File: config.mk
export PLATFORM = sky130hd
export DESIGN_NAME = fetch_queue
export DESIGN_NICKNAME = d
export VERILOG_FILES = /design/src/rtl/rv32_pkg.sv /design/src/rtl/fetch_queue.sv
export SDC_FILE = /design/constraint.sdc
export NUM_CORES = 1
export LEC_CHECK = 0
export ABC_AREA = 1
export BUFFER_PORTS_ARGS = -buffer_cell sky130_fd_sc_hd__buf_2
export CAP_MARGIN = 20
export CORE_ASPECT_RATIO = 0.9
export CORE_MARGIN = 8
export CORE_UTILIZATION = 40
export CTS_BUF_LIST = sky130_fd_sc_hd__clkbuf_16
export DETAILED_ROUTE_END_ITERATION = 10
export GPL_ROUTABILITY_DRIVEN = 0
export HOLD_SLACK_MARGIN = 0.03
export PLACE_DENSITY_LB_ADDON = 0.25
export SLEW_MARGIN = 20
export SYNTH_ARGS = -nofsm -noshare
export SYNTH_HDL_FRONTEND = slang
export SYNTH_SLANG_ARGS = --single-unit
export TNS_END_PERCENT = 10
File: constraint.sdc
create_clock -name clk -period 6.5 [get_ports clk]
set_clock_uncertainty 0.2 [all_clocks]
set_input_delay 0.325 -clock clk [delete_from_list [all_inputs] [get_ports clk]]
set_output_delay 0.325 -clock clk [all_outputs]
set_load 0.05 [all_outputs]
File: src/rtl/rv32_pkg.sv
// Shared RV32 core types: fetch, branch and fetch-queue packets.
package rv32_pkg;

    // Fetch stage output; mem_ready marks a valid arrival this cycle.
    typedef struct packed {
        logic [31:0] pc;
        logic [31:0] instruction;
        logic        mem_ready;
    } rv32_if_packet_t;

    // Branch resolution; branch_taken redirects fetch.
    typedef struct packed {
        logic        branch_taken;
        logic [31:0] branch_target;
    } rv32_branch_packet_t;

    // Fetch queue head entry presented to decode.
    typedef struct packed {
        logic [31:0] pc;
        logic [31:0] instruction;
    } rv32_fq_packet_t;

    localparam int unsigned FQ_DEFAULT_DEPTH = 4;

endpackage

File: src/rtl/fetch_queue.sv
// Circular instruction buffer between fetch and decode with early fetch
// stall, sticky overflow flag and post-redirect wrong-path discard.
module fetch_queue
    import rv32_pkg::*;
#(
    parameter int unsigned DEPTH      = FQ_DEFAULT_DEPTH,
    parameter int unsigned SKID       = 2,
    parameter int unsigned FLUSH_DROP = 2
) (
    input  logic                clk,
    input  logic                resetn,
    input  rv32_if_packet_t     if_packet_in,
    input  rv32_branch_packet_t branch_packet,
    input  logic                id_ready,
    output rv32_fq_packet_t     fq_packet_out,
    output logic                fq_valid,
    output logic                stall_fetch,
    output logic                overflow_err
);

    localparam int unsigned PW = $clog2(DEPTH);
    localparam int unsigned CW = $clog2(DEPTH + 1);
    localparam int unsigned DW = (FLUSH_DROP < 1) ? 1 : $clog2(FLUSH_DROP + 1);

    localparam logic [CW-1:0] C_FULL  = CW'(DEPTH);
    localparam logic [CW-1:0] C_STALL = CW'(DEPTH - SKID);
    localparam logic [PW-1:0] P_LAST  = PW'(DEPTH - 1);
    localparam logic [DW-1:0] D_LOAD  = DW'(FLUSH_DROP);

    rv32_fq_packet_t r_mem [DEPTH];
    logic [PW-1:0]   r_wr_ptr;
    logic [PW-1:0]   r_rd_ptr;
    logic [CW-1:0]   r_count;
    logic [DW-1:0]   r_drop_cnt;
    logic            r_overflow;

    logic w_flush;
    logic w_full;
    logic w_arrive;
    logic w_pop;
    logic w_push;
    logic w_lost;
    logic w_unused_target;

    assign w_unused_target = ^branch_packet.branch_target;

    // Handshake qualification: a flush overrides any same-cycle push or pop.
    always_comb begin
        w_flush  = branch_packet.branch_taken;
        w_full   = (r_count == C_FULL);
        w_arrive = if_packet_in.mem_ready && !w_flush && (r_drop_cnt == '0);
        w_pop    = fq_valid && id_ready && !w_flush;
        w_push   = w_arrive && (!w_full || w_pop);
        w_lost   = w_arrive && w_full && !w_pop;
    end

    // Entry storage, cleared on reset so the head reads zero while empty.
    always_ff @(posedge clk or negedge resetn) begin
        if (!resetn) begin
            for (int unsigned i = 0; i < DEPTH; i++) begin
                r_mem[i] <= '0;
            end
        end else if (w_push) begin
            r_mem[r_wr_ptr] <= '{pc: if_packet_in.pc, instruction: if_packet_in.instruction};
        end
    end

    // Pointer and occupancy update; pointers wrap explicitly for any DEPTH.
    always_ff @(posedge clk or negedge resetn) begin
        if (!resetn) begin
            r_wr_ptr <= '0;
            r_rd_ptr <= '0;
            r_count  <= '0;
        end else if (w_flush) begin
            r_wr_ptr <= '0;
            r_rd_ptr <= '0;
            r_count  <= '0;
        end else begin
            if (w_push) begin
                r_wr_ptr <= (r_wr_ptr == P_LAST) ? '0 : r_wr_ptr + PW'(1);
            end
            if (w_pop) begin
                r_rd_ptr <= (r_rd_ptr == P_LAST) ? '0 : r_rd_ptr + PW'(1);
            end
            if (w_push && !w_pop) begin
                r_count <= r_count + CW'(1);
            end else if (w_pop && !w_push) begin
                r_count <= r_count - CW'(1);
            end
        end
    end

    // Wrong-path discard window after a redirect; a new flush restarts it.
    always_ff @(posedge clk or negedge resetn) begin
        if (!resetn) begin
            r_drop_cnt <= '0;
        end else if (w_flush) begin
            r_drop_cnt <= D_LOAD;
        end else if (r_drop_cnt != '0) begin
            r_drop_cnt <= r_drop_cnt - DW'(1);
        end
    end

    // Sticky record of an arrival lost to a full queue.
    always_ff @(posedge clk or negedge resetn) begin
        if (!resetn) begin
            r_overflow <= 1'b0;
        end else if (w_lost) begin
            r_overflow <= 1'b1;
        end
    end

    // Outputs derive from registered state only, so fetch sees no input loop.
    always_comb begin
        fq_packet_out = r_mem[r_rd_ptr];
        fq_valid      = (r_count != '0);
        stall_fetch   = (r_count >= C_STALL);
        overflow_err  = r_overflow;
    end

endmodule

==> metrics.md <==
| Metric | Value |
|---|---|
| Outcome | `finished, final reports clean` |
| Tightest Hold Check Type | `in2reg` |
| Setup crit end kind | `primary output` |
| Fmax | `256.8 MHz` |
| Chip Width | `201.7 µm` |
| CP startpoint kind | `flip-flop` |
| Maximum VDD drop | `0.2269 mV` |
| Syn-to-layout area delta | `16.14%` |
| Detailed Route Iter0 Violations | `632` |
| Clock net sink count | `266` |
| Synth Instances | `1330` |
| Worst Max-Slew Pin Slew | `1.052 ns` |
| Via Count | `9446` |
| RSZ-0062 raised after global routing | `false` |
| Kind of critical path | `reg2out` |
| Tmin final | `3.895 ns` |
| #FFs+latches synth | `266` |
| Die Ht | `183.1 µm` |
| Final setup vio count | `0` |
| Final hold slack | `0.09453 ns` |
| Total Nets Final | `1579` |
| Number of top-level pins | `168` |
| CTS root buf | `clkbuf_16` |
| Worst path arrival time | `3.37 ns` |
| Total GRT Usage | `15.95%` |
| Worst-path clk slew | `0.06 ns` |
| Most common cell after layout, fill and taps aside | `nand2_1` |
| Register area share after synthesis | `53.62%` |
| Detailed placement HPWL | `16240 µm` |
| Crit Reg-Reg Endpoint | `r_mem[68]$_DFFE_PN0P_` |
| Hold path start | `if_packet_in[0]` |
| Worst hold stages | `5` |
| Global route overflow | `0` |
| Final ANT Viol Nets | `0` |
| Largest net degree at the start of global routing | `155` |
| Core area | `30760 µm²` |
| Vias in the first global route | `9406` |
| Wire per inst | `15.46 µm` |
| Most frequent cells in the layout | `269 x nand2_1, 264 x dfrtp_1, 140 x o21ai_2, 135 x o21ai_0, 134 x buf_2` |
| H-Tree Level Count | `1` |
| TNS Setup | `0 ns` |
| P_leak | `7.044 nW` |
| CTS tree | `built` |
| Max-slew violations | `0` |
| # DRC | `0` |
| Initial core utilization | `40.36%` |
| Site row count | `61` |
| Hold violation total from the final report | `0` |
| Final Power | `6.043 mW` |
| Worst skew pair latency | `0.53 ns` |
| Pwr Density | `419.1 nW/µm²` |
| Port bufs | `135` |
| WL final | `29410 µm` |
| Vias per inst | `4.966` |
| MaxCap Viol Count | `0` |
| Initial antenna violation count | `0` |
| Fin area | `14420 µm²` |
| Post-DP Area | `12900 µm²` |
| Critical Path Fanout Max | `79` |
| Post-Syn Nets | `1437` |
| Share of cells above drive strength 1 | `22.37%` |
| Drt pass-1 iters | `5` |
| Reg2reg start | `r_count[1]$_DFFE_PN0P_` |
| R2r worst-path depth | `10` |
| Synth Warn # | `0` |
| First-pass GRT wire length | `49470 µm` |
| Final period util | `59.92%` |
| Slew margin rel. | `29.87%` |
| CTS resizes | `0` |
| CP required | `5.97 ns` |
| WHS Endpoint | `r_count[2]$_DFFE_PN0P_` |
| Avg Inst Size Synth | `9.334 µm²` |
| CTS Buf Count | `29` |
| Die area | `36940 µm²` |
| Clk buf depth | `3` |
| Synth Cell Area | `12410 µm²` |
| R2r setup slk | `3.55 ns` |
| Synth unique cells | `27` |
| Ant diodes | `0` |
[worst max-delay path, stage by stage, from the launching register on]
cell and delay (ns):
dfrtp_4 0.75, inv_4 0.72, buf_4 0.61, o21ai_0 0.15, o22ai_1 0.25, buf_2 0.32
[registers in the layout, summed over array words and instances, names as in the netlist]
register      cells
r_wr_ptr          2
r_count           3
r_rd_ptr          2
r_mem           256
overflow_err      1
r_drop_cnt        2
[metal layers]
metal	vias up	track usage (%)	share of wire, %
li1	4709	-	-
met1	4508	21.91	48
met2	189	26.32	46
met3	40	2.540	4.2
met4	0	3.650	1.9
met5	-	0	0
[report_power, final]
| group | leakage, nW | total (mW) | switching (mW) | internal, mW |
|---|---|---|---|---|
| combinational | 3.00 | 2.42 | 1.79 | 0.628 |
| clock | 0.438 | 1.48 | 0.643 | 0.838 |
| sequential | 3.60 | 2.14 | 0.185 | 1.96 |
| total | 7.04 | 6.04 | 2.62 | 3.42 |
[layout make-up]
type,instances,area (µm²)
Fill cell,3022,16340
Sequential cell,266,6661
Multi-Input combinational cell,884,4661
Timing Repair Buffer,210,1429
Clock buffer,29,725.7
Tap cell,409,511.7
Inverter,81,311.5
Clock inverter,23,117.6
[worst max-delay path by stage]
stage / start / endpoint / slack [ns]
final: r_rd_ptr[0]$_DFFE_PN0P_ / fq_packet_out[26] / 2.61
after CTS: r_rd_ptr[0]$_DFFE_PN0P_ / fq_packet_out[28] / 2.54
after global placement: r_rd_ptr[0]$_DFFE_PN0P_ / fq_packet_out[27] / 3.12
after detailed placement: r_rd_ptr[0]$_DFFE_PN0P_ / fq_packet_out[28] / 3.12
after global routing: r_rd_ptr[0]$_DFFE_PN0P_ / fq_packet_out[26] / 2.39
after floorplan: r_rd_ptr[0]$_DFFE_PN0P_ / fq_packet_out[0] / 4.08
[Yosys cell counts (all sizes together)]
cell type	number	area share (%)
nand3	5	0.30
inv	81	2.5
o211ai	1	0.060
nand4	2	0.10
a21oi	3	0.12
o22ai	64	3.2
buf	61	5.3
xnor2	1	0.071
ha	5	0.50
a31o	1	0.071
nand2	276	8.7
fa	1	0.16
dfrtp	266	54
o21ai	391	20
nor3	1	0.13
nor2	133	4.0
clkbuf	38	1.1
[cell families after synthesis]
logic type	after synthesis	synth area share (%)
AOI/OAI and AO/OA	460	23.47
and+or+nand+nor	417	13.26
DFF	266	53.62
buffers and inverters	180	8.909
adders and majority gates	6	0.6652
xor gates and xnor gates	1	0.07056
[per-stage QoR]
step	util (%)	setup WS, ns	std cells
floorplan	-	4.078	1330
finish	46.87	2.605	1902
CTS	46.87	2.541	1902
global route	46.87	2.387	1902
detailed placement	41.95	3.121	1783
global placement	41.95	3.120	1783
[what timing repair did]
| action | 4_1_cts | 5_1_grt |
|---|---|---|
| hold buffers | 67 | 0 |
| setup buffers | 0 | 0 |
| endpoints found under the hold margin | 373 | 0 |
| endpoints found under the setup margin | 0 | 0 |
Power figures use the tool's default switching activity.
